===== src/rtl/bus_pkg.sv =====
// Shared types and constants for the CPU bus responder: region/state enums,
// region address windows and the fill byte returned for unmapped reads.
package bus_pkg;

  typedef enum logic [1:0] {REG_NONE, REG_RAM, REG_IO, REG_ROM} region_t;
  typedef enum logic [1:0] {IDLE, WAIT, ACCESS, HOLD} state_t;

  localparam logic [15:0] RAM_BASE  = 16'h0000;
  localparam logic [15:0] RAM_LIMIT = 16'h7FFF;
  localparam logic [15:0] IO_BASE   = 16'hD000;
  localparam logic [15:0] IO_LIMIT  = 16'hDFFF;
  localparam logic [15:0] ROM_BASE  = 16'hE000;
  localparam logic [15:0] ROM_LIMIT = 16'hFFFF;

  localparam logic [2:0] SEL_RAM = 3'b001;
  localparam logic [2:0] SEL_IO  = 3'b010;
  localparam logic [2:0] SEL_ROM = 3'b100;

  localparam logic [7:0] FILL_BYTE = 8'hFF;

  // Offset compare keeps the test inclusive at both ends without constant-range compares.
  function automatic logic in_range(input logic [15:0] a,
                                    input logic [15:0] base,
                                    input logic [15:0] limit);
    logic [15:0] off;
    off = a - base;
    return off <= (limit - base);
  endfunction

endpackage


===== src/rtl/bus_region_decode.sv =====
// Combinational address decoder: maps a 16-bit bus address to its region and
// the matching one-hot device select {ROM,IO,RAM}.
module bus_region_decode
  import bus_pkg::*;
(
  input  logic [15:0] addr,
  output region_t     region,
  output logic [2:0]  sel
);

  always_comb begin
    region = REG_NONE;
    sel    = 3'b000;
    if (in_range(addr, RAM_BASE, RAM_LIMIT)) begin
      region = REG_RAM;
      sel    = SEL_RAM;
    end else if (in_range(addr, IO_BASE, IO_LIMIT)) begin
      region = REG_IO;
      sel    = SEL_IO;
    end else if (in_range(addr, ROM_BASE, ROM_LIMIT)) begin
      region = REG_ROM;
      sel    = SEL_ROM;
    end
  end

endmodule


===== src/rtl/bus_responder.sv =====
// Target-side bus responder: captures the core's address phase, inserts region wait
// states and runs a req/ack handshake. BUS_TIMEOUT_EN adds an ACCESS timeout with sticky bus_err.
module bus_responder
  import bus_pkg::*;
#(
  parameter int RAM_WS = 0,
  parameter int IO_WS  = 2,
  parameter int ROM_WS = 1
`ifdef BUS_TIMEOUT_EN
  ,
  parameter int TIMEOUT = 16
`endif
) (
  input  logic        fclk,
  input  logic        resb,
  input  logic [1:0]  q,
  input  logic        be,
  input  logic        rwb,
  input  logic [15:0] addr_in,
  input  logic [7:0]  data_in,
  output logic [7:0]  data_out,
  output logic        data_oe,
  output logic        rdy,
  output logic [2:0]  dev_sel,
  output logic        dev_req,
  output logic        dev_we,
  output logic [15:0] dev_addr,
  output logic [7:0]  dev_wdata,
  input  logic [7:0]  dev_rdata,
  input  logic        dev_ack,
  output logic        bus_err
);

  region_t    dec_region;
  logic [2:0] dec_sel;
  logic [7:0] region_ws;
  logic       enter_access;

  state_t      state_reg, state_next;
  logic [7:0]  ws_cnt_reg, ws_cnt_next;
  logic        rwb_reg, rwb_next;
  logic [2:0]  sel_cap_reg, sel_cap_next;
  logic [15:0] addr_reg, addr_next;
  logic [7:0]  wdata_reg, wdata_next;
  logic [7:0]  data_out_reg, data_out_next;
  logic        data_oe_reg, data_oe_next;
  logic        rdy_reg, rdy_next;
  logic        dev_req_reg, dev_req_next;
  logic [2:0]  dev_sel_reg, dev_sel_next;
  logic        dev_we_reg, dev_we_next;

`ifdef BUS_TIMEOUT_EN
  localparam logic [7:0] TO_LAST = 8'(TIMEOUT - 1);
  logic [7:0] to_cnt_reg, to_cnt_next;
  logic       bus_err_reg, bus_err_next;
`endif

  bus_region_decode u_decode (
    .addr   (addr_in),
    .region (dec_region),
    .sel    (dec_sel)
  );

  always_comb begin
    case (dec_region)
      REG_RAM: region_ws = 8'(RAM_WS);
      REG_IO:  region_ws = 8'(IO_WS);
      REG_ROM: region_ws = 8'(ROM_WS);
      default: region_ws = 8'd0;
    endcase
  end

  always_comb begin
    state_next    = state_reg;
    ws_cnt_next   = ws_cnt_reg;
    rwb_next      = rwb_reg;
    sel_cap_next  = sel_cap_reg;
    addr_next     = addr_reg;
    wdata_next    = wdata_reg;
    data_out_next = data_out_reg;
    data_oe_next  = data_oe_reg;
    rdy_next      = rdy_reg;
    dev_req_next  = dev_req_reg;
    dev_sel_next  = dev_sel_reg;
    dev_we_next   = dev_we_reg;
    enter_access  = 1'b0;
`ifdef BUS_TIMEOUT_EN
    to_cnt_next   = to_cnt_reg;
    bus_err_next  = bus_err_reg;
`endif

    case (state_reg)
      IDLE: begin
        if (q == 2'b00 && be) begin
          addr_next    = addr_in;
          rwb_next     = rwb;
          wdata_next   = data_in;
          sel_cap_next = dec_sel;
          ws_cnt_next  = region_ws;
          rdy_next     = 1'b0;
          if (dec_region == REG_NONE) begin
            data_out_next = FILL_BYTE;
            state_next    = HOLD;
          end else if (region_ws == 8'd0) begin
            enter_access = 1'b1;
          end else begin
            state_next = WAIT;
          end
        end
      end
      WAIT: begin
        ws_cnt_next = ws_cnt_reg - 8'd1;
        if (ws_cnt_reg == 8'd1) enter_access = 1'b1;
      end
      ACCESS: begin
`ifdef BUS_TIMEOUT_EN
        to_cnt_next = to_cnt_reg + 8'd1;
`endif
        if (dev_ack) begin
          dev_req_next = 1'b0;
          dev_sel_next = 3'b000;
          dev_we_next  = 1'b0;
          if (rwb_reg) data_out_next = dev_rdata;
          state_next = HOLD;
        end
`ifdef BUS_TIMEOUT_EN
        else if (to_cnt_reg == TO_LAST) begin
          dev_req_next  = 1'b0;
          dev_sel_next  = 3'b000;
          dev_we_next   = 1'b0;
          data_out_next = FILL_BYTE;
          bus_err_next  = 1'b1;
          state_next    = HOLD;
        end
`endif
      end
      HOLD: begin
        rdy_next = 1'b1;
        if (q == 2'b11) begin
          data_oe_next = 1'b0;
          state_next   = IDLE;
        end else begin
          data_oe_next = rwb_reg;
        end
      end
      default: state_next = IDLE;
    endcase

    // Request outputs are registered so they are stable for the whole ACCESS state.
    if (enter_access) begin
      state_next   = ACCESS;
      dev_req_next = 1'b1;
      dev_sel_next = sel_cap_next;
      dev_we_next  = ~rwb_next;
`ifdef BUS_TIMEOUT_EN
      to_cnt_next  = 8'd0;
`endif
    end
  end

  always_ff @(posedge fclk) begin
    if (!resb) begin
      state_reg    <= IDLE;
      ws_cnt_reg   <= 8'd0;
      rwb_reg      <= 1'b0;
      sel_cap_reg  <= 3'b000;
      addr_reg     <= 16'h0000;
      wdata_reg    <= 8'h00;
      data_out_reg <= 8'h00;
      data_oe_reg  <= 1'b0;
      rdy_reg      <= 1'b1;
      dev_req_reg  <= 1'b0;
      dev_sel_reg  <= 3'b000;
      dev_we_reg   <= 1'b0;
    end else begin
      state_reg    <= state_next;
      ws_cnt_reg   <= ws_cnt_next;
      rwb_reg      <= rwb_next;
      sel_cap_reg  <= sel_cap_next;
      addr_reg     <= addr_next;
      wdata_reg    <= wdata_next;
      data_out_reg <= data_out_next;
      data_oe_reg  <= data_oe_next;
      rdy_reg      <= rdy_next;
      dev_req_reg  <= dev_req_next;
      dev_sel_reg  <= dev_sel_next;
      dev_we_reg   <= dev_we_next;
    end
  end

`ifdef BUS_TIMEOUT_EN
  always_ff @(posedge fclk) begin
    if (!resb) begin
      to_cnt_reg  <= 8'd0;
      bus_err_reg <= 1'b0;
    end else begin
      to_cnt_reg  <= to_cnt_next;
      bus_err_reg <= bus_err_next;
    end
  end
  assign bus_err = bus_err_reg;
`else
  assign bus_err = 1'b0;
`endif

  assign data_out  = data_out_reg;
  assign data_oe   = data_oe_reg;
  assign rdy       = rdy_reg;
  assign dev_sel   = dev_sel_reg;
  assign dev_req   = dev_req_reg;
  assign dev_we    = dev_we_reg;
  assign dev_addr  = addr_reg;
  assign dev_wdata = wdata_reg;

endmodule


===== config.mk =====
export PLATFORM = sky130hd
export DESIGN_NAME = bus_responder
export DESIGN_NICKNAME = d
export VERILOG_FILES = /design/src/rtl/bus_pkg.sv /design/src/rtl/bus_region_decode.sv /design/src/rtl/bus_responder.sv
export SDC_FILE = /design/constraint.sdc
export NUM_CORES = 1
export LEC_CHECK = 0
export ABC_AREA = 1
export ABC_CLOCK_PERIOD_IN_PS = 1200
export BUFFER_PORTS_ARGS = -buffer_cell sky130_fd_sc_hd__buf_2
export CAP_MARGIN = 5
export CORE_UTILIZATION = 45
export DETAILED_ROUTE_END_ITERATION = 6
export PLACE_DENSITY = 0.76
export SLEW_MARGIN = 15
export SYNTH_ARGS = -nofsm -noshare
export SYNTH_HDL_FRONTEND = slang
export SYNTH_SLANG_ARGS = --single-unit

===== constraint.sdc =====
create_clock -name fclk -period 1.2 [get_ports fclk]
set_input_delay 0.18 -clock fclk [delete_from_list [all_inputs] [get_ports fclk]]
set_output_delay 0.18 -clock fclk [all_outputs]
set_load 0.02 [all_outputs]

==> results by stage, run 1 <==
Setup path:
- The worst path arrival time is 1.65 ns.
- At the worst endpoint, the required time is 1.42 ns.
- The kind of start point of the critical path is a register.
- The slack of the worst reg-to-reg path is -0.23 ns.
- By startpoint and endpoint, the worst setup path is classified as reg2reg.
- Along the worst path, the maximum fanout reaches 6.
- The startpoint identified for the worst register-to-register timing path is state_reg[1].
- The worst setup path is captured at a register.
- The endpoint of the most critical register-to-register path is data_out[5].
- The worst reg2reg path depth is 8.

Synth:
- The count of unique library cells instantiated by Yosys is 30.
- The share of synthesized area occupied by flip-flops and latches is 0.465.
- Of the post-synthesis cell area, the dominant cell type holds 0.465.
- The synthesized cell area is 0.00228 mm².
- Yosys attributes the largest share of cell area to sky130_fd_sc_hd__dfxtp_1, sky130_fd_sc_hd__nor2_1, sky130_fd_sc_hd__nand2_1.
- In this run, synthesis produced a sequential element count of 53.
- The number of warning messages in the yosys log is 0.
- The average instance area after synthesis is 7.26 µm².
- After technology mapping, the gate count stands at 314.
- Counting every net in the synthesized netlist gives 357.
- The biggest area contributor in the post-synthesis netlist is sky130_fd_sc_hd__dfxtp_1.

Clock network:
- The CTS tree is done.
- Buffers inserted during clock tree synthesis total 5.
- For this design, the sink count on the clock tree is 53.
- The register clock-pin slew on the reported worst setup and hold paths is 0.11 ns.
- The number of hold buffers added after CTS was 0.
- The maximum count of clock buffers along a single path is 2.
- The root cell of the clock tree is sky130_fd_sc_hd__clkbuf_8.
- The H-tree was split into 2 levels.
- The later-pin clock latency in the skew report is 0.32 ns.

Global routing:
- The global-route usage over all layers is 0.236.
- The first global-routing pass estimated 9860 µm of wire.
- The sum of overflow across all layers after global routing is 0.
- The number of antenna violations at the first check in global routing is 0.
- The number of global-route vias before repair was 2333.
- Entering global routing, the biggest net connects 33 pins.

Die:
- The die is 73.2 µm wide.
- The region available for standard cell placement spans 0.00479 mm².
- The count of pins on the block boundary is 79.
- In this run the core area contains 25 standard-cell rows.
- The height of the die is 73.2 µm.
- For this configuration, the core starts out at a cell density of 0.477.
- The overall die area is 0.00536 mm².

Timing:
- Setup slack on the critical path of the routed design comes to -0.231 ns.
- Derived from the worst setup path, the maximum achievable clock frequency is 699 MHz.
- The clock arrives with 0.0150 ns of skew.
- The final max-slew violation count came to 0.
- Setup repair after global routing could not meet its margin everywhere.
- The final sum of negative setup slack is -4.94 ns.
- The count of endpoints failing hold in the final timing report was 0.
- The final period demand of the worst path is 1.43 ns.
- The final period utilization is 1.19.
- Setup violations remaining at the end of the flow were counted as 49.

Route:
- In the routed layout, each cell is associated on average with a via count of 5.13.
- The final wirelength is 7210 µm.
- The first-iteration detailed-routing DRC count is 143.
- The detailed-route DRC error count is 0.
- In the final routed layout, each cell accounts on average for 14.2 µm.
- The detailed-routing iteration count for the pre-antenna-repair pass is 4.
- The detail route stage leaves a number of antenna-violating nets equal to 0.
- The routed via count is 2594.

Worst hold path:
- For hold timing, the worst endpoint is dev_wdata[6].
- In this run the worst hold path is classified as in2reg.
- The count of cells along the worst hold path is 3.
- The launch point of the worst hold path is data_in[6].

Layout:
- Once layout is complete, the cells apart from fillers number 506.
- The number of antenna diodes in the final layout is 0.
- The cell area after layout is 0.00365 mm².
- The layout overhead on the synthesized area is 60.0%.
- Counting the fill cells in the layout gives 346.
- The final design utilization is 0.762.
- Of the cells placed in the final design, the portion with a size suffix greater than 1 is 0.476.
- The flip-flop count of the largest register, all copies and words added is 16.
- At the end of the flow, the number of nets in the layout was 481.

Job:
- Across the run, the number of max-cap violations was 0.

Outcome:
- The run finished, with violations left.
- The checks that failed: negative setup slack.

Place:
- Including well taps, the total number of placed cells is 483.
- After detailed placement, the total cell area comes to 0.00304 mm².
- The congestion estimate from routability-driven global placement came to 0.861.
- Once detailed placement completed, the half-perimeter wirelength came to 4060 µm.
- The count of port buffers added during placement is 77.

Power and ir drop:
- Across the VDD grid, the largest voltage drop is 1.02 mV.
- The static leakage power is 1.74 nW.
- For this design the ratio of total power to cell area is 1250 mW/mm².
routing by layer:
layer,vias up,GRT usage,wire (µm)
met3,13,0.0511,339
met5,-,0,0
li1,1260,-,-
met4,0,0.0697,138
met2,99,0.428,3780
met1,1222,0.278,2950
area by class of cell:
cell class	instances	area [µm²]	share of cell area
multi-input cells	219	1310	0.359
flip-flops and latches	53	1070	0.294
repair buffers	130	918	0.252
inverters	29	126	0.0346
well taps	67	83.8	0.0230
clock buffers	5	68.8	0.0189
clock inverters	3	68.8	0.0189
repair_timing:
action / CTS / global route
gates cloned: 1 / 3
setup buffers: 2 / 9
gates resized for setup: 33 / 59
endpoints found under the setup margin: 43 / 53
pin swaps: 5 / 19
report_power, final:
part	total [mW]	switching, mW	leakage [nW]	internal (mW)
combinational	1.10	0.631	1.24	0.473
clock	1.48	0.643	0.0687	0.840
sequential	1.96	0.0818	0.434	1.87
cells in the final DEF, fill, tap and decap left out, types with 2 or more instances in the layout:
master                      instances
sky130_fd_sc_hd__buf_2             77
sky130_fd_sc_hd__nor2_1            60
sky130_fd_sc_hd__dfxtp_1           49
sky130_fd_sc_hd__nand2_1           35
sky130_fd_sc_hd__buf_4             33
sky130_fd_sc_hd__o21ai_0           25
sky130_fd_sc_hd__inv_1             21
sky130_fd_sc_hd__nand3_2           15
sky130_fd_sc_hd__buf_6             14
sky130_fd_sc_hd__a21oi_2           11
sky130_fd_sc_hd__a21oi_1           10
sky130_fd_sc_hd__nor2_4             8
sky130_fd_sc_hd__nand3_1            7
sky130_fd_sc_hd__nand2_2            7
sky130_fd_sc_hd__o21ai_1            7
sky130_fd_sc_hd__nand4_1            6
sky130_fd_sc_hd__nand2_4            5
sky130_fd_sc_hd__clkbuf_8           5
sky130_fd_sc_hd__inv_2              4
sky130_fd_sc_hd__nor2_2             4
sky130_fd_sc_hd__o21ai_2            3
sky130_fd_sc_hd__buf_12             3
sky130_fd_sc_hd__inv_4              2
sky130_fd_sc_hd__a31oi_1            2
sky130_fd_sc_hd__ha_1               2
sky130_fd_sc_hd__ha_4               2
sky130_fd_sc_hd__bufinv_16          2
sky130_fd_sc_hd__dfxtp_4            2
sky130_fd_sc_hd__dfxtp_2            2
stage by stage:
stage	worst slack, ns	power, mW	hold slack [ns]
floorplan	-0.0476	2.47	0.307
global placement	-0.378	2.79	0.401
detailed placement	-0.450	2.81	0.407
CTS	-0.112	4.33	0.0807
global route	-0.280	4.72	0.0829
finish	-0.231	4.54	0.0777
how the worst max path moves through the flow:
stage / to / slack (ns) / cells after the start / start
2_1_floorplan: data_out[0] / -0.05 / 10 / addr_in[13]
3_3_place_gp: data_out[0] / -0.38 / 10 / addr_in[13]
3_5_place_dp: data_out[0] / -0.45 / 10 / addr_in[13]
4_1_cts: dev_sel[2] / -0.11 / 9 / state_reg[1]
5_1_grt: data_out[5] / -0.28 / 8 / state_reg[1]
6_report: data_out[5] / -0.23 / 8 / state_reg[1]
Yosys cell counts, drive strengths merged:
cell type / n
and2: 1
nand3: 23
buf: 7
o31ai: 1
or2: 1
nor2: 72
a31oi: 2
and3: 1
nor3: 1
clkbuf: 7
a21oi: 21
clkinv: 1
inv: 28
o211ai: 1
ha: 4
nand2: 46
o211a: 1
dfxtp: 53
nand4: 6
conb: 1
o21ai: 36
logic make-up after synthesis:
family,synth area share
compound gates,0.146
fa+ha+maj,0.0219
buf+inv,0.0834
flops,0.465
other cells,0.00164
simple gates,0.281
critical path: stages (launching register included):
cell	delay, ns
sky130_fd_sc_hd__dfxtp_4	0.40
sky130_fd_sc_hd__inv_4	0.05
sky130_fd_sc_hd__nor2_4	0.12
sky130_fd_sc_hd__nand2_2	0.09
sky130_fd_sc_hd__o21ai_4	0.28
sky130_fd_sc_hd__buf_12	0.17
sky130_fd_sc_hd__nand3_2	0.07
sky130_fd_sc_hd__nand2_1	0.09
sky130_fd_sc_hd__nor2_1	0.06
Note: power is estimated with default switching activity, not from simulation.
==> inputs of run 2 (changes only) <==
--- a/config.mk
+++ b/config.mk
@@ -12,6 +12,7 @@
 export CORE_UTILIZATION = 45
 export DETAILED_ROUTE_END_ITERATION = 6
 export PLACE_DENSITY = 0.76
+export RECOVER_POWER = 50
 export SLEW_MARGIN = 15
 export SYNTH_ARGS = -nofsm -noshare
 export SYNTH_HDL_FRONTEND = slang
==> run 2 against run 1 <==
The run still ends with negative setup slack left; worst hold slack better by 0.0054 ns; routed wire length down 0.17%; clock skew down 0.00098 ns; non-clock buffer count unchanged; fmax down 0.48%; critical path type unchanged; largest cell class unchanged; highest routed layer unchanged.
==> results by stage, run 2 (synthesis gave the netlist of run 1 again) <==
Route:
- The detailed-route DRC error count is 0 (unchanged).
- The first-iteration detailed-routing DRC count is 162 (was 143).
- The final wirelength is 7200 µm (was 7210 µm).
- The count of nets left with antenna violations after detail routing is 0 (unchanged).
- The detailed-routing iteration count for the pre-antenna-repair pass is 4 (unchanged).
- The routed via count is 2597 (was 2594).
- The ratio of routed vias to standard cells is 5.13 (about the same).
- The average detailed-routed wire length per instance is 14.2 µm (about the same).

Setup path:
- The endpoint required time on the critical path is 1.42 ns (about the same).
- The highest-delay cell along the critical path was sky130_fd_sc_hd__dfxtp_4 (unchanged).
- The path type of the worst setup path is reg2reg (unchanged).
- The endpoint of the most critical register-to-register path is data_out[5] (unchanged).
- The peak fanout along the critical path is 6 (unchanged).
- The critical path launch point is state_reg[1] (unchanged).
- The slack of the worst reg-to-reg path was -0.24 ns (was -0.23 ns).
- CP Cell Sequence: inv_4 -> nor2_4 -> nand2_2 -> o21ai_4 -> buf_12 -> nand3_2 -> nand2_1 -> nor2_1 (unchanged).
- The delay of the slowest cell on the worst path is 0.40 ns (about the same).
- The worst path arrival time is 1.66 ns (was 1.65 ns).
- The kind of start point of the critical path is a register (unchanged).
- The type of element capturing the critical path was a register (unchanged).
- The critical register-to-register path startpoint is state_reg[1] (unchanged).
- The worst reg2reg path depth is 8 (unchanged).

Power and ir drop:
- The static leakage power came to 1.65 nW (was 1.74 nW).
- The post-route total power is 4.53 mW (was 4.54 mW).
- The maximum vdd ir drop was 1.02 mV (about the same).
- The power per cell area is 1250 mW/mm² (about the same).

Die:
- The die outline width came to 73.2 µm (unchanged).
- The core outline area is 0.00479 mm² (unchanged).
- The count of pins on the block boundary was 79 (unchanged).
- The row count was 25 (unchanged).
- The height of the die is 73.2 µm (unchanged).
- The effective utilization at floorplan came to 0.477 (unchanged).
- The overall die area was 0.00536 mm² (unchanged).

Outcome:
- Outcome: complete, but fails checks (unchanged).
- Violations in the final reports: negative setup slack (unchanged).

Clock network:
- The quantity of hold-fixing buffers added after cts came to 0 (unchanged).
- The CTS tree is done (unchanged).
- The H-tree depth is 2 (unchanged).
- The maximum count of clock buffers along a single path came to 2 (unchanged).
- The number of buffers created by CTS is 5 (unchanged).
- The later-pin clock latency in the skew report is 0.32 ns (about the same).
- The register clock-pin slew on the reported worst setup and hold paths is 0.11 ns (about the same).
- The number of sinks handled by clock tree synthesis was 53 (unchanged).
- The root cell of the clock tree is sky130_fd_sc_hd__clkbuf_8 (unchanged).

Timing:
- Unrepaired setup endpoints after global routing: yes (unchanged).
- The least setup slack across all paths after layout was -0.237 ns (was -0.231 ns).
- The smallest hold slack is 0.0831 ns (was 0.0777 ns).
- The count of endpoints failing hold in the final timing report was 0 (unchanged).
- The final max-slew violation count is 0 (unchanged).
- The top achievable clock speed is 696 MHz (was 699 MHz).
- The worst clock skew is 0.0140 ns (was 0.0150 ns).
- The final sum of negative setup slack is -4.94 ns (about the same).
- The final period demand of the worst path was 1.44 ns (was 1.43 ns).
- The count of endpoints failing setup in the final report is 49 (unchanged).
- The final period utilization is 1.20 (was 1.19).

Job:
- The number of maximum-capacitance constraint violations is 0 (unchanged).

Global routing:
- The number of global-route vias before repair came to 2333 (unchanged).
- The first-pass GRT wire length is 9860 µm (unchanged).
- The largest net degree at the start of global routing is 33 (unchanged).
- The number of antenna violations at the first check in global routing is 0 (unchanged).
- The global-route usage over all layers is 0.236 (unchanged).
- The sum of overflow across all layers after global routing is 0 (unchanged).

Layout:
- The filler cell count is 360 (was 346).
- Leading cell types in the layout, fill and taps excluded: sky130_fd_sc_hd__nor2_1, sky130_fd_sc_hd__buf_2, sky130_fd_sc_hd__dfxtp_1 (was sky130_fd_sc_hd__buf_2, sky130_fd_sc_hd__nor2_1, sky130_fd_sc_hd__dfxtp_1).
- The final design utilization came to 0.757 (was 0.762).
- The flip-flop count of the largest register, all copies and words added is 16 (unchanged).
- The cell area after layout is 0.00362 mm² (was 0.00365 mm²).
- The number of nets in the final layout was 481 (unchanged).
- The total inserted antenna cells is 0 (unchanged).
- The number of cells in the finished layout apart from fillers was 506 (unchanged).
- The commonest non-fill, non-tap cell in the layout was sky130_fd_sc_hd__nor2_1 (was sky130_fd_sc_hd__buf_2).
- The layout overhead on the synthesized area is 58.8% (was 60.0%).
- The fraction of layout instances using a drive strength above 1 is 0.428 (was 0.476).

Place:
- The last weighted congestion value of the routability-driven placer is 0.861 (unchanged).
- The count of port buffers added during placement is 77 (unchanged).
- The worst setup slack before clock tree synthesis is -0.450 ns (unchanged).
- The HPWL after detailed placement is 4060 µm (unchanged).
- The placed cell area was 0.00304 mm² (unchanged).
- The placed instance count is 483 (unchanged).

Worst hold path:
- The type of the most critical hold path is in2reg (unchanged).
- The count of cells along the worst hold path is 3 (unchanged).
- The launch point of the worst hold path was data_in[6] (unchanged).
- The worst hold endpoint is dev_wdata[6] (unchanged).
[run 2: changes by cell type in the layout (fill, tap and decap cells not counted)]
| cell | before | now |
|---|---|---|
| sky130_fd_sc_hd__buf_2 | 77 | 56 |
| sky130_fd_sc_hd__clkbuf_1 | 0 | 21 |
[run 2: final cells by class]
type	instances	area, µm²	share of cell area
Tap cell	67	83.8	0.0231
Inverter	29	126	0.0349
Multi-Input combinational cell	219	1310	0.362
Sequential cell	53	1070	0.296
Clock buffer	5	68.8	0.0190
Timing Repair Buffer	130	892	0.246
Clock inverter	3	68.8	0.0190
[run 2: power breakdown]
| group | total [mW] | internal [mW] | switching, mW |
|---|---|---|---|
| Combinational | 1.09 | 0.463 | 0.631 |
| Clock | 1.48 | 0.840 | 0.639 |
| Sequential | 1.96 | 1.87 | 0.0825 |
[run 2: worst max-delay path by stage]
stage / to / slack [ns]
2_1_floorplan: data_out[0] / -0.05
3_3_place_gp: data_out[0] / -0.38
3_5_place_dp: data_out[0] / -0.45
4_1_cts: dev_sel[2] / -0.11
5_1_grt: data_out[5] / -0.28
6_report: data_out[5] / -0.24
[run 2: repair_timing]
item | in CTS | in global routing
buffers inserted | 2 | 9
cloned | 1 | 3
pin swaps | 5 | 19
setup endpoints to repair | 43 | 53
resized for setup | 33 | 59
[run 2: routing by layer]
layer  global-route usage  vias to the layer above  share of wire
met4               0.0697                        0          0.021
li1                     -                     1259              -
met3               0.0511                       16          0.046
met1                0.278                     1222           0.41
met5                    0                        -              0
met2                0.428                      100           0.52
[run 2: worst max-delay path, delay by kind of cell, from the launching register on]
kind | cells | cell delay [ns]
simple gates | 5 | 0.43
flops | 1 | 0.40
compound gates | 1 | 0.29
buf+inv | 2 | 0.22
